$ cat src/rtl/regfile_pkg.sv
// regfile_pkg: shared defaults and types for register_file.
//   DATA_W_DEF / ADDR_W_DEF : default data and address widths
//   REG_ZERO                : hard-wired zero register address
//   data_t / addr_t         : default-width data and address types
package regfile_pkg;

  localparam int DATA_W_DEF = 32;
  localparam int ADDR_W_DEF = 5;

  typedef logic [DATA_W_DEF-1:0] data_t;
  typedef logic [ADDR_W_DEF-1:0] addr_t;

  localparam addr_t REG_ZERO = '0;

endpackage

$ cat src/rtl/regfile_read_port.sv
// regfile_read_port: one registered read port of the register file.
//   clk, rst_n    : clock, async active-low reset
//   mem_i         : flattened storage view from register_file
//   rd_addr_i     : read address, sampled on the rising edge
//   wr_en_i/wr_addr_i/wr_data_i : write port, present only when
//                   REGFILE_BYPASS_EN is defined (write-first collisions)
//   rd_data_o     : registered read data (1-cycle latency)
// The data (not the address) is captured at the edge, so the output
// holds between edges and a collision naturally returns the old value
// unless the bypass build forwards the incoming write.
module regfile_read_port
  import regfile_pkg::*;
#(
  parameter int DATA_W = DATA_W_DEF,
  parameter int ADDR_W = ADDR_W_DEF,
  parameter int DEPTH  = 1 << ADDR_W
) (
  input  logic                          clk,
  input  logic                          rst_n,
  input  logic [DEPTH-1:0][DATA_W-1:0]  mem_i,
  input  logic [ADDR_W-1:0]             rd_addr_i,
`ifdef REGFILE_BYPASS_EN
  input  logic                          wr_en_i,
  input  logic [ADDR_W-1:0]             wr_addr_i,
  input  logic [DATA_W-1:0]             wr_data_i,
`endif
  output logic [DATA_W-1:0]             rd_data_o
);

  logic [DATA_W-1:0] rd_data_d, rd_data_q;

  always_comb begin
    rd_data_d = mem_i[rd_addr_i];
    // Zero register wins over everything, including bypass.
    if (rd_addr_i == ADDR_W'(REG_ZERO)) begin
      rd_data_d = '0;
    end
`ifdef REGFILE_BYPASS_EN
    else if (wr_en_i && (wr_addr_i == rd_addr_i)) begin
      rd_data_d = wr_data_i;
    end
`endif
  end

  always_ff @(posedge clk or negedge rst_n) begin
    if (!rst_n) rd_data_q <= '0;
    else        rd_data_q <= rd_data_d;
  end

  assign rd_data_o = rd_data_q;

endmodule

$ cat src/rtl/register_file.sv
// register_file: 2R1W register file, register 0 hard-wired to zero.
//   clk, rst_n          : clock, async active-low reset (clears all state)
//   regWrite            : write enable
//   writeReg, writeData : write address / data
//   readReg1, readReg2  : read addresses
//   readData1, readData2: registered read data, 1-cycle latency
// Build option: define REGFILE_BYPASS_EN for write-first collisions;
// default build is read-first.
module register_file
  import regfile_pkg::*;
#(
  parameter int DATA_W = DATA_W_DEF,
  parameter int ADDR_W = ADDR_W_DEF
) (
  input  logic              clk,
  input  logic              rst_n,
  input  logic              regWrite,
  input  logic [ADDR_W-1:0] writeReg,
  input  logic [DATA_W-1:0] writeData,
  input  logic [ADDR_W-1:0] readReg1,
  input  logic [ADDR_W-1:0] readReg2,
  output logic [DATA_W-1:0] readData1,
  output logic [DATA_W-1:0] readData2
);

  localparam int DEPTH     = 1 << ADDR_W;
  localparam int NUM_PORTS = 2;

  logic [DEPTH-1:0][DATA_W-1:0] mem_d, mem_q;
  logic                         wr_en;

  // Writes to the zero register are dropped here, so mem_q[0] stays 0.
  assign wr_en = regWrite && (writeReg != ADDR_W'(REG_ZERO));

  always_comb begin
    mem_d = mem_q;
    if (wr_en) mem_d[writeReg] = writeData;
  end

  always_ff @(posedge clk or negedge rst_n) begin
    if (!rst_n) mem_q <= '0;
    else        mem_q <= mem_d;
  end

  logic [NUM_PORTS-1:0][ADDR_W-1:0] rd_addr;
  logic [NUM_PORTS-1:0][DATA_W-1:0] rd_data;

  assign rd_addr = {readReg2, readReg1};

  for (genvar p = 0; p < NUM_PORTS; p++) begin : g_rd
    regfile_read_port #(
      .DATA_W (DATA_W),
      .ADDR_W (ADDR_W),
      .DEPTH  (DEPTH)
    ) u_port (
      .clk       (clk),
      .rst_n     (rst_n),
      .mem_i     (mem_q),
      .rd_addr_i (rd_addr[p]),
`ifdef REGFILE_BYPASS_EN
      .wr_en_i   (wr_en),
      .wr_addr_i (writeReg),
      .wr_data_i (writeData),
`endif
      .rd_data_o (rd_data[p])
    );
  end

  assign readData1 = rd_data[0];
  assign readData2 = rd_data[1];

endmodule

$ cat config.mk
export PLATFORM = sky130hd
export DESIGN_NAME = register_file
export DESIGN_NICKNAME = d
export VERILOG_FILES = /design/src/rtl/regfile_pkg.sv /design/src/rtl/regfile_read_port.sv /design/src/rtl/register_file.sv
export SDC_FILE = /design/constraint.sdc
export NUM_CORES = 2
export LEC_CHECK = 0
export CORE_MARGIN = 1.5
export CORE_UTILIZATION = 28
export DETAILED_ROUTE_END_ITERATION = 16
export GPL_TIMING_DRIVEN = 0
export MAX_ROUTING_LAYER = met4
export PLACE_DENSITY_LB_ADDON = 0.05
export SLEW_MARGIN = 25
export SYNTH_ARGS = -nofsm -noshare
export SYNTH_HDL_FRONTEND = slang
export SYNTH_HIERARCHICAL = 1
export SYNTH_SLANG_ARGS = --single-unit
$ cat constraint.sdc
create_clock -name clk -period 2.55 [get_ports clk]
set_input_delay 0.51 -clock clk [delete_from_list [all_inputs] [get_ports clk]]
set_output_delay 0.51 -clock clk [all_outputs]
set_load 0.05 [all_outputs]
---- After elaboration in Yosys (flattened, before gate mapping) ----
Index checks and enable logic that the tools add are counted.
operators by class
  reductions and logical operators ........ 5
  $lt $le $gt $ge ......................... 4
  multiplexer cells ....................... 9
operator list
  operator                                                           number
  bitwise mux 1024 bit                                               1
  binary-select mux 32 bit (select 5 bit)                            2
  demux 32 bit (select 5 bit)                                        1
  2-to-1 mux 32 bit                                                  5
  less-than comparator 5 x 6 -> 1 bit, second input constant         3
  logical NOT 5 bit                                                  2
  greater-or-equal comparator 5 x 1 -> 1 bit, second input constant  1
  nonzero test 5 bit                                                 1
  logical AND 1 bit                                                  2
word-level totals
  output and inout bits ................... 64
  word-level logic and storage cells ...... 52
  register bits after elaboration ......... 1,088
  input port bits ......................... 50

---- Depth between registers and ports, before layout ----
  word-level depth ........................ 5
  depth in mapped cells ................... 8
  gate-level depth less buffers ........... 4

---- Modules after synthesis ----
Netlist, hierarchy kept.
by module, submodules not included
  module             area an instance (µm²)  times used  cells an instance  sequential area each (µm²)
  register_file      38,072.8                1           2,287              25,624.6
  regfile_read_port  9,532.9                 2           864                800.8

---- Worst setup path after synthesis ----
OpenSTA, ideal clock, no wires.
  path type ............................... input -> register
  start ................................... in readReg1[0]
  end ..................................... reg g_rd[0].u_port.rd_data_q[11]
  cell stages on the path ................. 6
  setup slack ............................. 0.485 ns
  arrival time ............................ 1.926 ns
  cells stage by stage .................... buf_6 -> buf_6 -> buf_2 -> mux4_2 -> a221oi_2 -> a211oi_1
on the way
  longest elaborated chain between the ends .. 3
  elaborated cells between the ends (all ways) .. 4
  classes of those cells .................. mux: 3; reduce/logical: 1
ends and longest elaborated chain
  what                                     RTL line                 text
  start, declared                          register_file.sv:20      input logic [ADDR_W-1:0] readReg1,
  binary-select mux 32 bit (select 5 bit)  regfile_read_port.sv:33  rd_data_d = mem_i[rd_addr_i];
  2-to-1 mux 32 bit (not written as such)  regfile_read_port.sv:33
  2-to-1 mux 32 bit (*)                    regfile_read_port.sv:35  if (rd_addr_i == ADDR_W'(REG_ZERO)) begin
  named net g_rd[0].u_port.rd_data_d[11]   regfile_read_port.sv:30  logic [DATA_W-1:0] rd_data_d, rd_data_q;
  end signal, assigned                     regfile_read_port.sv:47  else rd_data_q <= rd_data_d;
  end, declared                            regfile_read_port.sv:30
The timed path passes the listed nets; every way through them passes the cells marked *. The select of a mux whose other input is x is not followed.
A chain may end at the register's enable or synchronous reset.

---- Final worst setup path ----
  start ................................... in readReg1[3]
  end ..................................... reg g_rd[0].u_port.rd_data_q[0]
Same word-level chain as after synthesis.

==> impl_results.md <==
* Synth warn at 6
* First-pass GRT wire length at 366600 um
* Startpoint Class: primary input
* Num rows at roughly 170
* Clk sinks at 1088
* Placer Congestion at 0.8524
* PortBufs at 107
* Hold WS at -397.1 ps
* Cell Area, Synth at between 50000 and 60000 um^2
* Fin crit share at 104.3%
* Final setup margin at -110.3 ps
* Drt total wl at 273000 um
* IO Pins at roughly 110
* Top cell type's share of synthesized area at 47.65%
* 1st-iter DRT viols at 3460
* EDFF count, synth at 0
* Critical Path Sink Type: register
* Placed insts at 6821
* Post-DP HPWL at approximately 190000 um
* Final non-filler cell total at 7096
* CTS buffer count at 144
* Sequential area share after synthesis at 47.65%
* Cell with the most instances after synthesis: dfrtp_1
* Pin count of the biggest net entering global routing at 122
* Type of the worst setup path: primary input to register
* Slew Limit Fails at 0
* Crit Path Max Fanout at 10
* Initial antenna violation count at 28
* Die W at about 450 um
* #FFs+latches synth at 1088
* Ys flop type: dfrtp_1
* Syn Inst Count at 4015
* Endpoints failing setup at 126
* Clk pin slew, worst setup/hold paths at 60 ps
* Drt drc at 0
* Ratio of cells with drive above 1 in the final layout at 43.73%
* Post-synth ARST share at 100.0%
* VDD IR max at approximately 0.00076 V
* Worst Tran Pin Value at around 1100 ps
* Setup repair after global routing missed its margin: yes
* Clk Latency, worst-skew pair at 820 ps
* Status: finished with violations
* Total power at 55.51 mW
* Ranking of synthesized cells by area: dfrtp_1 48%, mux2_2 21%, mux2i_1 9.0%
* Area growth syn-to-layout at 18.38%
* Pleak at a little under 30 nW
* Effective utilization at floorplan at 28.21%
* Mean Syn Cell Area at about 14 um^2
* Final nets at 4342
* Post-route setup TNS at -4723 ps
* Postcts setup bufs at 0
* Syn Nets at 4065
* Vias per inst at 5.580
* Clock tree buffer depth at 3
* Maximum clock frequency at between 300 and 400 MHz
* TritonRoute pass-1 iters at 5
* Final setup skew at 45.80 ps
* Crit path required time at 3230 ps
* Unique masters post-synth at 34
* Max-slew headroom at 23.76%
* CTS root buf: clkbuf_16
* Worst hold-check path type: primary input to async pin
* Violated checks: negative hold slack, negative setup slack
* Die height at 454.7 um
* CTS tree: yes
* Antenna Nets Post-Route at 0
* Arrival time at the worst endpoint at 3340 ps
* WL per Instance at 38.47 um
* GRT Total Usage at 27.07%
* Vias at roughly 40000
* Final Critical Period at 2660 ps
* Grt total ovfl at 0
* Max H-tree Level at 4
* Die Area at 206800 um^2
* Post-synth top cells: 1088 x dfrtp_1, 1041 x mux2_2, 512 x mux2i_1, 234 x clkbuf_1, 208 x mux4_2
* Cell taking the most area after synthesis: dfrtp_1
* Fill cells at slightly below 20000
* Final core occ at around a third
* Vias in the first global route at 39790
* Pwr dens at 820.7 nW/um^2
* MaxCap Viol Count at 0
* Final hold viol count at 86
* Core region area at 202500 um^2
-- sequential cells by signal, indices dropped and copies added (netlist names) --
| register | count |
|---|---|
| g_rd.u_port/rd_data_o | 64 |
| mem_q | 1024 |
-- layout by cell type (no fill, tap or decap), drive strengths merged, types with 4 or more instances in the layout --
cell type,netlist,layout
or3,5,5
mux2i,512,512
nor2,17,17
diode,0,15
nor2b,8,8
clkinv,0,25
a21oi,64,64
dlygate4sd2,0,5
inv,2,10
clkdlybuf4s50,0,99
nand2,140,140
a221oi,64,64
buf,224,247
bufinv,0,8
dfrtp,1088,1088
mux2,1056,1056
nand4,65,65
a22oi,64,64
clkbuf,234,455
a211oi,64,64
mux4,256,256
o221ai,128,128
or3b,4,4
nand3,4,4
-- final cells by class --
class / instances / area, um^2 / share of cell area, %
Tap cell: 2672 / 3343 / 4.943
Buffer: 455 / 2551 / 3.772
Clock inverter: 44 / 516.7 / 0.7640
Timing Repair Buffer: 134 / 1748 / 2.584
Antenna cell: 15 / 37.54 / 0.05549
Sequential cell: 1088 / 27230 / 40.25
Multi-Input combinational cell: 2467 / 27830 / 41.14
Clock buffer: 219 / 4380 / 6.476
Inverter: 2 / 7.507 / 0.01110
-- stage by stage --
stage	instance area (um^2)	setup WS, ps
after floorplan	57140	484.8
after global placement	61550	-54520
after detailed placement	62310	-2182
after CTS	67570	-45.11
after global routing	67610	-73.98
final	67640	-110.3
-- logic make-up (layout without fill, tap and decap cells) --
family	after synthesis	after routing	share of synthesized area [%]
multiplexers	1824	1824	40.19
flip-flops	1088	1088	47.65
buffers and inverters	460	854	4.136
AND/OR/NAND/NOR	259	259	2.229
other	0	15	0
AO/OA/AOI/OAI	384	384	5.799
-- final timing paths --
path                                                     end  slack (ps)  cells after the start         start
worst max-delay path             g_rd[0].u_port/rd_data_o[0]        -110                      5   readReg1[3]
worst min-delay path            g_rd[0].u_port/rd_data_o[18]        -400                      1         rst_n
worst max register to register  g_rd[0].u_port/rd_data_o[25]         270                      4    mem_q[985]
worst min register to register                     mem_q[14]         480                      1     mem_q[14]
max in group asynchronous                         mem_q[709]         320                      5         rst_n
min in group clk                                  mem_q[998]         410                      2  writeData[6]
-- metal layers --
| metal | GRT usage, % | vias up | part of all wire, % |
|---|---|---|---|
| li1 | - | 16030 | - |
| met1 | 37.96 | 21940 | 47 |
| met2 | 40.05 | 1301 | 45 |
| met3 | 3.941 | 332 | 5.1 |
| met4 | 8.719 | 0 | 3.3 |
| met5 | - | - | 0 |
-- critical path, cell delays in order --
cell,delay (ps)
clkdlybuf4s50_1,650
clkbuf_2,510
clkbuf_2,660
nand4_1,490
a211oi_4,500
-- repair_timing --
item | 4_1_cts | 5_1_grt
pin swaps | 2 | 0
gates resized for setup | 123 | 9
setup endpoints to repair | 407 | 80
hold endpoints to repair | 86 | 86
-- power breakdown --
group          total (mW)  internal, mW  switching [mW]
Sequential           22.8          20.5            2.32
Clock                21.3          12.7            8.62
Combinational        11.4          5.61            5.79
Total                55.5          38.8            16.7
Power figures use the tool's default switching activity.
